$ cat config.mk
export PLATFORM = sky130hd
export DESIGN_NAME = nonce_scheduler
export DESIGN_NICKNAME = d
export VERILOG_FILES = /design/src/rtl/nonce_scheduler.sv
export SDC_FILE = /design/constraint.sdc
export NUM_CORES = 1
export LEC_CHECK = 0
export ABC_AREA = 1
export CORE_AREA = 3 3 414 416
export DETAILED_ROUTE_END_ITERATION = 8
export DIE_AREA = 0 0 417 419
export PLACE_DENSITY_LB_ADDON = 0.1
export SLEW_MARGIN = 25
export SYNTH_ARGS = -nofsm -noshare
export SYNTH_HDL_FRONTEND = slang
export SYNTH_SLANG_ARGS = --single-unit
$ cat constraint.sdc
create_clock -name clk -period 3.15 [get_ports clk]
set_clock_uncertainty 0.15 [all_clocks]
set_input_delay 0.945 -clock clk [delete_from_list [all_inputs] [get_ports clk]]
set_output_delay 0.945 -clock clk [all_outputs]
set_load 0.02 [all_outputs]
$ cat src/rtl/nonce_scheduler.sv
// Sweeps 2^COUNTBITS nonces of one block job into the hasher, matches in-order results to
// nonces, checks them against the difficulty and writes winning nonces to the nonce buffer.
module nonce_scheduler #(
  parameter int COUNTBITS   = 6,
  parameter bit STOP_ON_HIT = 1'b0
) (
  input  logic         clk,
  input  logic         rst,
  input  logic         blk_valid,
  output logic         blk_ready,
  input  logic [351:0] blk_state,
  input  logic [7:0]   blk_zeros,
  input  logic         abort,
  input  logic         hash_ready,
  output logic         hash_valid,
  output logic         hash_new_block,
  output logic [351:0] hash_state,
  output logic [31:0]  hash_nonce,
  input  logic         res_valid,
  input  logic [255:0] res_hash,
  output logic         nonce_valid,
  output logic [31:0]  nonce,
  input  logic         nonce_full,
  output logic         overflow,
  output logic         busy,
  output logic         done,
  output logic [7:0]   hit_count,
  output logic         protocol_err
);

  localparam int CW = COUNTBITS + 1;
  localparam logic [CW-1:0] LAST_NONCE = {1'b0, {COUNTBITS{1'b1}}};
  localparam logic [CW-1:0] CTR_ONE    = {{(CW-1){1'b0}}, 1'b1};

  typedef enum logic [1:0] {S_IDLE, S_ISSUE, S_DRAIN, S_DONE} state_t;

  state_t         r_state;
  logic [351:0]   r_job_state;
  logic [7:0]     r_zeros;
  logic [CW-1:0]  r_issue_ctr;
  logic [CW-1:0]  r_res_ctr;
  logic [CW-1:0]  r_inflight;
  logic [7:0]     r_hit_count;
  logic           r_overflow;
  logic           r_protocol_err;
  logic           r_nonce_valid;
  logic [31:0]    r_nonce;

  logic           w_active;
  logic           w_issue;
  logic           w_last_issue;
  logic           w_res_orphan;
  logic           w_res_take;
  logic           w_hit;
  logic [255:0]   w_mask;

  assign w_active     = (r_state == S_ISSUE) || (r_state == S_DRAIN);
  assign w_issue      = (r_state == S_ISSUE) && hash_ready;
  assign w_last_issue = w_issue && (r_issue_ctr == LAST_NONCE);
  assign w_res_orphan = res_valid && (r_inflight == '0);
  assign w_res_take   = res_valid && !w_res_orphan && w_active;
  // Ones over the top r_zeros bits; r_zeros == 0 gives an empty mask so every hash hits.
  assign w_mask       = ~({256{1'b1}} >> r_zeros);
  assign w_hit        = w_res_take && ((res_hash & w_mask) == '0);

  assign blk_ready      = (r_state == S_IDLE);
  assign busy           = (r_state != S_IDLE);
  assign done           = (r_state == S_DONE);
  assign hash_valid     = (r_state == S_ISSUE);
  assign hash_new_block = (r_state == S_ISSUE) && (r_issue_ctr == '0);
  assign hash_state     = r_job_state;
  assign hash_nonce     = {{(32-CW){1'b0}}, r_issue_ctr};
  assign nonce_valid    = r_nonce_valid;
  assign nonce          = r_nonce;
  assign overflow       = r_overflow;
  assign hit_count      = r_hit_count;
  assign protocol_err   = r_protocol_err;

  always_ff @(posedge clk) begin
    if (rst) begin
      r_state        <= S_IDLE;
      r_job_state    <= '0;
      r_zeros        <= '0;
      r_issue_ctr    <= '0;
      r_res_ctr      <= '0;
      r_inflight     <= '0;
      r_hit_count    <= '0;
      r_overflow     <= 1'b0;
      r_protocol_err <= 1'b0;
      r_nonce_valid  <= 1'b0;
      r_nonce        <= '0;
    end else begin
      r_nonce_valid <= 1'b0;
      if (w_res_orphan)
        r_protocol_err <= 1'b1;
      if (w_issue)
        r_issue_ctr <= r_issue_ctr + CTR_ONE;
      if (w_res_take)
        r_res_ctr <= r_res_ctr + CTR_ONE;
      if (w_issue && !w_res_take)
        r_inflight <= r_inflight + CTR_ONE;
      else if (!w_issue && w_res_take)
        r_inflight <= r_inflight - CTR_ONE;

      if (w_hit) begin
        if (nonce_full) begin
          r_overflow <= 1'b1;
        end else begin
          r_nonce_valid <= 1'b1;
          r_nonce       <= {{(32-CW){1'b0}}, r_res_ctr};
        end
        if (r_hit_count != 8'hFF)
          r_hit_count <= r_hit_count + 8'd1;
      end

      case (r_state)
        S_IDLE: begin
          if (blk_valid) begin
            r_job_state    <= blk_state;
            r_zeros        <= blk_zeros;
            r_issue_ctr    <= '0;
            r_res_ctr      <= '0;
            r_inflight     <= '0;
            r_hit_count    <= '0;
            r_overflow     <= 1'b0;
            r_protocol_err <= w_res_orphan;
            r_state        <= S_ISSUE;
          end
        end
        S_ISSUE: begin
          if (w_last_issue || abort || (STOP_ON_HIT && w_hit))
            r_state <= S_DRAIN;
        end
        S_DRAIN: begin
          if ((r_inflight == '0) && !res_valid)
            r_state <= S_DONE;
        end
        S_DONE:  r_state <= S_IDLE;
        default: r_state <= S_IDLE;
      endcase
    end
  end

endmodule
==> impl_results.md <==
- Post-synth top area share: 0.425
- Total gr overflow: 0
- Routed length per instance: 24.3 µm
- Final Hold Fails: 0
- Starting Density: 0.113
- Synth Register Bits: 401
- Final Wtd Congestion: 0.847
- DP Area: 32700 µm²
- Worst-skew pair later-pin latency: 0.64 ns
- Max-cap violation count: 0
- WP data arrival: 1.91 ns
- CTS tree: built
- H-tree Lvls: 2
- Vias/cell: 3.67
- Die extent in x: 417 µm
- I/O Buffers: 1003
- Pre-CTS setup slack: -0.353 ns
- Post-route minimum period: 3.00 ns
- DRT iter0 DRCs: 1344
- Worst path slowest cell: clkdlybuf4s50_1
- Slowest Stage Delay on Critical Path: 0.80 ns
- Num CTS Buffers: 54
- Vias in the first global route: 23000
- Total Nets Final: 4591
- Static Leak: 14.2 nW
- Clk slew on worst S/H paths: 0.06 ns
- Share of cells above drive strength 1: 0.0935
- Area delta synth->final: 83.4%
- Remaining antenna violation count after routing: 0
- Critical path type: flip-flop to primary output
- Non-filler cells, final: 6221
- Fillers: 19000
- Pint: 0.0157 W
- Hold_buf cts: 0
- Final WL: 151000 µm
- Final hold slack: 0.289 ns
- # rows: 150
- Setup TNS: 0 ns
- Clock sinks: 401
- CP top delay family: buffers and inverters
- Final worst setup slack: 0.146 ns
- Cell Area, Synth: 18900 µm²
- Finished Cell Area: 34700 µm²
- Synth Area per Inst: 6.60 µm²
- Die height: 419 µm
- Via Count: 22800
- Sequential area share after synthesis: 0.425
- Area contributors post-synth: dfxtp_1 (42%), nor2_1 (17%), o21ai_0 (11%)
- Clk pwr share: 0.227
- Final Setup Violations: 0
- FMAX: 333 MHz
- VDD IR-drop max: 408 µV
- Area leader, netlist: dfxtp_1
- Largest net degree at the start of global routing: 88
- Worst-margin pin slew: 0.603 ns
- HPWL after DPL: 125000 µm
- Sequential power share: 0.264
- Psw: 0.0121 W
- HP Class: flip-flop to flip-flop
- CP Data Required Time: 2.05 ns
- Status: complete, no violations
- Comb power frac: 0.509
- Commonest non-fill, non-tap cells in the layout: clkdlybuf4s50_1 (999), nor2_1 (861), nand2_1 (503)
- Root buffer cell: clkbuf_16
- PD cells: 800 nW/µm²
- Register area: 8040 µm²
- Core Box Area: 168000 µm²
- Worst Path Max Fanout: 7
- Critical Path End Type: primary output
- Initial antenna violation count: 69
- WP buf/inv: 1
- Die area: 175000 µm²
- Final-report max-slew violation count: 0
- IO Count: 1055
- Final period util: 0.954
- CP Launch Type: flip-flop
- Placed Cells: 6103
- Cell variety after synth: 40
- Cells after Synth: 2863
- Clock Path Buffers: 3
- Area of the multi-input gates: 9700 µm²
- Syn. warnings: 0
- Crit-path cells: clkdlybuf4s50_1
- DRC viols: 0
- Worst rel slew slack: 0.597
- Unrepaired setup endpoints after global routing: yes
- Switch share: 0.435
- Total track usage: 0.165
- First-pass GRT wire length: 200000 µm
- Commonest non-fill, non-tap cell in the layout: clkdlybuf4s50_1
- DR pass1 iterations: 5
worst paths after layout:
kind,endpoint,from,depth (start not counted),slack [ns]
setup / recovery,hit_count[5],hit_count[5]$_SDFF_PP0_,1,0.15
hold / removal,r_inflight[6]$_SDFF_PP0_,r_inflight[6]$_SDFF_PP0_,1,0.29
setup reg to reg,nonce[6]$_SDFFE_PP0P_,r_zeros[4]$_SDFFE_PP0P_,19,0.15
hold reg to reg,r_inflight[6]$_SDFF_PP0_,r_inflight[6]$_SDFF_PP0_,1,0.29
power by group through the flow:
stage	logic, W	clock network, W	registers, W
final	0.0141	0.00629	0.00732
after global routing	0.0153	0.00674	0.00751
after CTS	0.0143	0.00661	0.00733
after detailed placement	0.0143	0	0.00741
after global placement	0.0144	0	0.00736
after floorplan	0.00489	0	0.00891
kinds of logic after synthesis:
family | share of synthesized area
fa+ha+maj | 0.00662
buf+inv | 0.0788
flops | 0.425
xor+xnor | 0.00510
simple gates | 0.359
other cells | 0.000198
compound gates | 0.125
cell usage after synthesis:
library cell,n
nand2b_1,1
nand3_2,2
xnor2_1,2
nand3_1,191
nand3b_1,3
or2_2,2
nand2_1,512
nor2_4,7
conb_1,1
nor2_1,875
o21ai_0,407
nor3_1,9
buf_1,5
ha_1,10
buf_2,28
o21ai_2,1
nand4_1,47
a221oi_1,1
a21oi_1,26
o221a_2,1
inv_4,1
nor4_1,1
o21ai_1,16
buf_4,58
inv_1,75
nand2_2,5
xor2_1,9
o211ai_1,5
nand2_4,5
a211oi_1,2
buf_6,10
nor2_2,5
dfxtp_1,401
a31oi_1,3
a21boi_0,2
clkbuf_1,122
o31ai_1,1
inv_2,9
clkinv_1,1
nor2_8,1
what timing repair did:
action | CTS | global route
pin swaps | 4 | 5
endpoints found under the setup margin | 21 | 18
endpoints found under the hold margin | 0 | 0
buffers inserted | 1 | 2
gates resized for setup | 27 | 26
per-stage QoR:
stage	util	power (W)
final	0.207	0.0277
after floorplan	-	0.0138
after CTS	0.206	0.0283
after global placement	0.195	0.0217
after detailed placement	0.195	0.0217
after global routing	0.207	0.0295
metal layers:
metal | vias to the layer above | GRT usage | share of wire
li1 | 11300 | - | -
met1 | 10600 | 0.179 | 0.38
met2 | 681 | 0.317 | 0.54
met3 | 199 | 0.0397 | 0.056
met4 | 20 | 0.0417 | 0.022
met5 | - | 0 | 0.00076
area by class of cell:
type	count	area share
inverter	86	0.00993
multi-input combinational	2202	0.280
tap	2204	0.0796
antenna	17	0.00123
timing repair buffer	1213	0.347
clock inverter	16	0.00444
sequential	401	0.232
clock buffer	82	0.0461
flip-flops by register name, summed over array words and instances, names as in the netlist:
name          cells
r_issue_ctr       7
nonce_valid       1
protocol_err      1
r_zeros           8
r_state           2
hash_state      352
overflow          1
r_inflight        7
hit_count         8
nonce             7
r_res_ctr         7
No activity file was read; power rests on OpenSTA's default activity.
